==> src/rtl/ecap5_dwbgpio.sv <==
// Wishbone pipelined GPIO slave: OUT register drives pins, inputs pass through a
// 2-flop synchroniser and per-pin debouncer, and rising edges latch into W1C flags.

module ecap5_dwbgpio_pin #(
  parameter int DEBOUNCE_CYCLES = 16
) (
  input  logic clk_i,
  input  logic rst_i,
  input  logic pin_i,
  output logic stable_o,
  output logic rise_o
);
  logic        meta, sync;
  logic [15:0] cnt;
  logic        flip;

  // stable follows sync only after DEBOUNCE_CYCLES consecutive disagreeing samples
  assign flip   = (sync != stable_o) && (cnt == 16'(DEBOUNCE_CYCLES - 1));
  assign rise_o = flip & sync;

  always_ff @(posedge clk_i) begin
    if (rst_i) begin
      meta     <= 1'b0;
      sync     <= 1'b0;
      cnt      <= '0;
      stable_o <= 1'b0;
    end else begin
      meta <= pin_i;
      sync <= meta;
      if (sync == stable_o) cnt <= '0;
      else if (flip) begin
        stable_o <= sync;
        cnt      <= '0;
      end else cnt <= cnt + 16'd1;
    end
  end
endmodule

module ecap5_dwbgpio #(
  parameter int NB_OUT          = 2,
  parameter int NB_IN           = 2,
  parameter int DEBOUNCE_CYCLES = 16
) (
  input  logic              clk_i,
  input  logic              rst_i,
  input  logic [31:0]       wb_adr_i,
  output logic [31:0]       wb_dat_o,
  input  logic [31:0]       wb_dat_i,
  input  logic [3:0]        wb_sel_i,
  input  logic              wb_we_i,
  input  logic              wb_stb_i,
  output logic              wb_ack_o,
  input  logic              wb_cyc_i,
  output logic              wb_stall_o,
  output logic [NB_OUT-1:0] gpio_o,
  input  logic [NB_IN-1:0]  gpio_i
);
  localparam logic [1:0] ADR_OUT  = 2'd0;
  localparam logic [1:0] ADR_IN   = 2'd1;
  localparam logic [1:0] ADR_EDGE = 2'd2;

  logic [NB_OUT-1:0] out_q;
  logic [NB_IN-1:0]  stable, rise, edge_q, edge_clr;
  logic [31:0]       rd_data;
  logic              req, wr;
  logic              unused_ok;

  assign unused_ok  = ^{wb_adr_i, wb_dat_i, wb_sel_i};
  assign wb_stall_o = 1'b0;
  assign gpio_o     = out_q;
  assign req        = wb_cyc_i & wb_stb_i;
  assign wr         = req & wb_we_i & wb_sel_i[0];

  ecap5_dwbgpio_pin #(.DEBOUNCE_CYCLES(DEBOUNCE_CYCLES)) u_pin [NB_IN-1:0] (
    .clk_i    (clk_i),
    .rst_i    (rst_i),
    .pin_i    (gpio_i),
    .stable_o (stable),
    .rise_o   (rise)
  );

  always_comb begin
    rd_data = '0;
    case (wb_adr_i[3:2])
      ADR_OUT:  rd_data[NB_OUT-1:0] = out_q;
      ADR_IN:   rd_data[NB_IN-1:0]  = stable;
      ADR_EDGE: rd_data[NB_IN-1:0]  = edge_q;
      default:  rd_data = '0;
    endcase
  end

  assign edge_clr = (wr && wb_adr_i[3:2] == ADR_EDGE) ? wb_dat_i[NB_IN-1:0] : '0;

  always_ff @(posedge clk_i) begin
    if (rst_i) begin
      out_q    <= '0;
      edge_q   <= '0;
      wb_ack_o <= 1'b0;
      wb_dat_o <= '0;
    end else begin
      wb_ack_o <= req;
      wb_dat_o <= (req && !wb_we_i) ? rd_data : 32'd0;
      if (wr && wb_adr_i[3:2] == ADR_OUT) out_q <= wb_dat_i[NB_OUT-1:0];
      // a set landing on the same edge as its clear is kept
      edge_q <= (edge_q & ~edge_clr) | rise;
    end
  end
endmodule
==> config.mk <==
export PLATFORM = sky130hd
export DESIGN_NAME = ecap5_dwbgpio
export DESIGN_NICKNAME = d
export VERILOG_FILES = /design/src/rtl/ecap5_dwbgpio.sv
export SDC_FILE = /design/constraint.sdc
export NUM_CORES = 1
export LEC_CHECK = 0
export ABC_AREA = 1
export BUFFER_PORTS_ARGS = -buffer_cell sky130_fd_sc_hd__buf_2
export CORE_MARGIN = 5
export CORE_UTILIZATION = 45
export CTS_CLUSTER_DIAMETER = 80
export DETAILED_ROUTE_END_ITERATION = 7
export MAX_ROUTING_LAYER = met4
export PLACE_DENSITY = 0.77
export SLEW_MARGIN = 10
export SYNTH_ARGS = -nofsm -noshare
export SYNTH_HDL_FRONTEND = slang
export SYNTH_SLANG_ARGS = --single-unit
==> constraint.sdc <==
create_clock -name clk_i -period 1.7 [get_ports clk_i]
set_input_delay 0 -clock clk_i [delete_from_list [all_inputs] [get_ports clk_i]]
set_output_delay 0 -clock clk_i [all_outputs]
set_load 0.005 [all_outputs]
* Word-level counts from Yosys, hierarchy flattened
Index checks and enable logic that the tools add are counted.
Word-level totals: register bits after elaboration 75, input bits 75, output and inout bits 36, logic and storage cells 48
Operators by class: add/sub/neg operators 2, equality and inequality tests 8, multiplexer cells 2, bitwise gates (word level) 11, reductions and logical operators 12
Operators by type and width (count):
- $add A16 B1 Y16 const B | 2
- $eq A16 B4 Y1 const B | 2
- $pmux W2 S3 | 1
- $reduce_or A3 Y1 | 2
- $and A1 B1 Y1 | 5
- $logic_and A1 B1 Y1 | 5
- $reduce_and A2 Y1 | 2
- $not A1 Y1 | 3
- $and A2 B2 Y2 | 1
- $eq A1 B1 Y1 | 2
- $eq A2 B1 Y1 const B | 1
- $eq A2 B2 Y1 const B | 1
- $logic_not A2 Y1 | 1
- $mux W2 | 1
- $ne A1 B1 Y1 | 2
- $not A2 Y2 | 1
- $or A2 B2 Y2 | 1
- $reduce_or A2 Y1 | 1
- $logic_not A1 Y1 | 1

* Longest topological paths before layout
depth after elaboration 8, mapped depth 9, gate-level depth less buffers 8

* Hierarchy
A second synthesis with hierarchy kept.
Second synthesis, totals: cells, all modules 326, area total of the unflattened synthesis 2371.0 um^2
By module, submodules not included:
- ecap5_dwbgpio_pin | times used 2, cells each 126, area an instance 915.9 um^2, sequential area each 380.4 um^2
- ecap5_dwbgpio | times used 1, cells each 74, area an instance 539.3 um^2, sequential area each 140.1 um^2

* Least setup slack after synthesis
OpenSTA, ideal clock, no wires.
kind reg2reg, start point reg u_pin[1].cnt[0], end point reg u_pin[1].cnt[11], setup time 115 ps, data arrival time 1163 ps, required time 1585 ps, path slack 422 ps, cell stages (with the launch flop) 8, cell sequence dfxtp_1 -> ha_1 -> nand3_2 -> nor2_2 -> nand2_1 -> nand3_4 -> buf_6 -> nor2_2
Between the ends: longest elaborated chain between the ends 3
Ends and longest elaborated chain:
- from (decl) | line 14 | logic [15:0] cnt;
- from (signal assigned) | line 34 | end else cnt <= cnt + 16'd1;
- parallel branches: the longest is 3 deep, another holds $add A16 B1 Y16
Several ways; the timed one is not identified. A chain may end at the register's enable or synchronous reset.

* Worst setup path after layout
start point reg u_pin[0].cnt[0], end point reg u_pin[0].cnt[5]
Between the ends: longest elaborated chain between the ends 3
Ends and longest elaborated chain (line):
- from (decl) | 14
- from (signal assigned) | 34
- parallel branches: the longest is 3 deep, another holds $add A16 B1 Y16
Several ways; the timed one is not identified.

==> impl_metrics.tcl <==
set metrics [dict create \
    status "finished clean" \
    synth.top_cell.area_share 0.373 \
    drv_slew 0 \
    fmax_mhz 672 \
    post-synth-top-count-cell "nand2_1" \
    seq_area_frac_synth 0.373 \
    wl_um 4340 \
    cts_buffer_depth 2 \
    grt_usage 0.131 \
    gp_congestion 0.877 \
    firstDrtPassIters 5 \
    ys_types 30 \
    fin_nets 434 \
    crit_fanout 16 \
    drive_above_1_share 0.165 \
    syn_area_per_cell_sq_um 7.30 \
    clockRootBuffer "clkbuf_8" \
    dpl_cell_area_sq_mm 0.00244 \
    hpwl_um 3210 \
    clock_sinks 45 \
    std_cell_rows 26 \
    yosysWarnings 0 \
    hp-class "primary input to register" \
    period_share 0.875 \
    die_w_um 83.3 \
    ys.flop_type "dfxtp_1" \
    crit_arrival_ns 1.71 \
    grt_antenna_before_repair 0 \
    die-area_sq_mm 0.00693 \
    clkLatencyLatePin_ns 0.30 \
    routed_via_density 4.52 \
    grt_max_degree 17 \
    cts-resized-gates 0 \
    gr-total-overflow 0 \
    synth_area_sq_mm 0.00241 \
    first_global_vias 1825 \
    drc 0 \
    final_cell_area_sq_mm 0.00262 \
    p_leak_uw 0.00104 \
    start_util 0.467 \
    clock_skew_ns 0.00893 \
    area_delta_synth_final_pct 8.39 \
    ys_ff_latch 45 \
    die_h_um 83.3 \
    maxCapViolCount 0 \
    cts_tree "done" \
    period_needed_ns 1.49 \
    vias 1936 \
    hold_viol_final 0 \
    cp-end-kind "register" \
    worstSetupPathType "register to register" \
    routedWlPerCell_um 10.1 \
    cts_buffers 5 \
    grt_first_pass_wirelength_um 7530 \
    antenna_cells 0 \
    cp.required_ns 1.92 \
    finalSetupViolCount 0 \
    io_pins 111 \
    yosysTopAreaCell "dfxtp_1" \
    powerDensity_mw_per_mm2 742 \
    rsz0062_at_grt "false" \
    io_buffers 16 \
    core_area_sq_mm 0.00517 \
    path_clk_slew_ns 0.09 \
    async_flop_share 0 \
    syn_inst 331 \
    synth_edf_count 0 \
    peakVddDrop_mv 0.466 \
    ys_top_cells_by_count "nand2_1, dfxtp_1, nor2_1, inv_1, buf_4" \
    crit_path_start_kind "register" \
    yosys-top-cells-area "dfxtp_1, nand2_1, buf_4" \
    htree_levels 2 \
    postRouteAntennaNets 0 \
    tns_ns 0 \
    initialDrtViolationCount 106 \
    regToRegSetupSlack_ns 0.21 \
]
[cells in the final DEF, fill, tap and decap left out, types with 2 or more instances in the layout]
master	n
xor2_1	8
nand2_1	63
clkbuf_8	5
nand4_1	5
buf_2	16
xnor2_1	2
nand3b_1	2
nor2_4	4
dlygate4sd3_1	7
conb_1	31
nand3_2	4
nor2_1	45
ha_1	2
nor2_2	14
inv_1	33
dfxtp_1	45
inv_2	2
nand2_2	5
a21oi_1	19
o21ai_0	4
or2_2	2
nand3_1	23
nor3_1	7
[final timing paths]
path,start,to,cells past startpoint
min reg2reg,u_pin[0].meta,u_pin[0].sync,2
min,rst_i,u_pin[0].meta,2
max reg2reg,u_pin[0].cnt[0],u_pin[0].cnt[5],8
max,u_pin[0].cnt[0],u_pin[0].cnt[5],8
[stage by stage]
stage	power (uW)	hold WS (ns)	setup WS [ns]	utilization	std cells
floorplan	1180	0.0691	0.422	-	361
global placement	1150	0.199	0.251	0.471	413
detailed placement	1150	0.211	0.227	0.471	413
CTS	1970	0.0178	0.204	0.506	428
global route	2030	0.0329	0.0416	0.506	428
finish	1940	0.0263	0.213	0.506	428
[routing by layer]
layer  vias to the layer above  track usage  share of wire  routed length [um]
met4                         0       0.0431          0.013                  56
met1                       872        0.137           0.44                1900
met5                         -            -              0                   0
met2                        30        0.239           0.52                2240
met3                         8       0.0347          0.034                 148
li1                       1026            -              -                   -
[repair_timing]
item / CTS / global route
hold endpoints to repair: 8 / 0
setup buffers: 0 / 0
hold buffers: 7 / 0
[sequential cells by signal (all words and copies together), names as in the netlist]
register / cells
u_pin.cnt: 32
edge_q: 2
gpio_o: 2
u_pin.meta: 2
u_pin.stable_o: 2
u_pin.sync: 2
wb_dat_o: 2
wb_ack_o: 1
[cell families after synthesis]
family | count (synthesis) | synth area share
AND/OR/NAND/NOR | 177 | 0.353
buffers and inverters | 69 | 0.162
flip-flops | 45 | 0.373
AO/OA/AOI/OAI | 26 | 0.0570
XOR/XNOR | 11 | 0.0430
adder cells (fa/ha/maj) | 2 | 0.0104
other | 1 | 0.00155
[critical path, stage by stage, from the launching register on]
cell,delay (ns)
dfxtp_1,0.33
ha_1,0.22
nand2_2,0.09
inv_2,0.05
nand2_1,0.08
nor2_1,0.05
nand2_1,0.07
nand3_2,0.27
a21oi_1,0.24
[cell type report]
class,count,area (sq um)
fill,492,2550
inverter,35,131
clock inverter,2,38.8
timing repair buffer,23,150
multi-input combinational,247,1240
sequential,45,901
tap,70,87.6
clock buffer,6,72.6
[report_power, final]
| group | leakage [uW] | total, uW | internal (uW) | switching (uW) |
|---|---|---|---|---|
| sequential | 0.000363 | 1060 | 1060 | 3.63 |
| combinational | 0.000621 | 78.5 | 27.9 | 50.6 |
| clock | 0.0000554 | 801 | 441 | 360 |
Note: power is estimated with default switching activity, not from simulation.
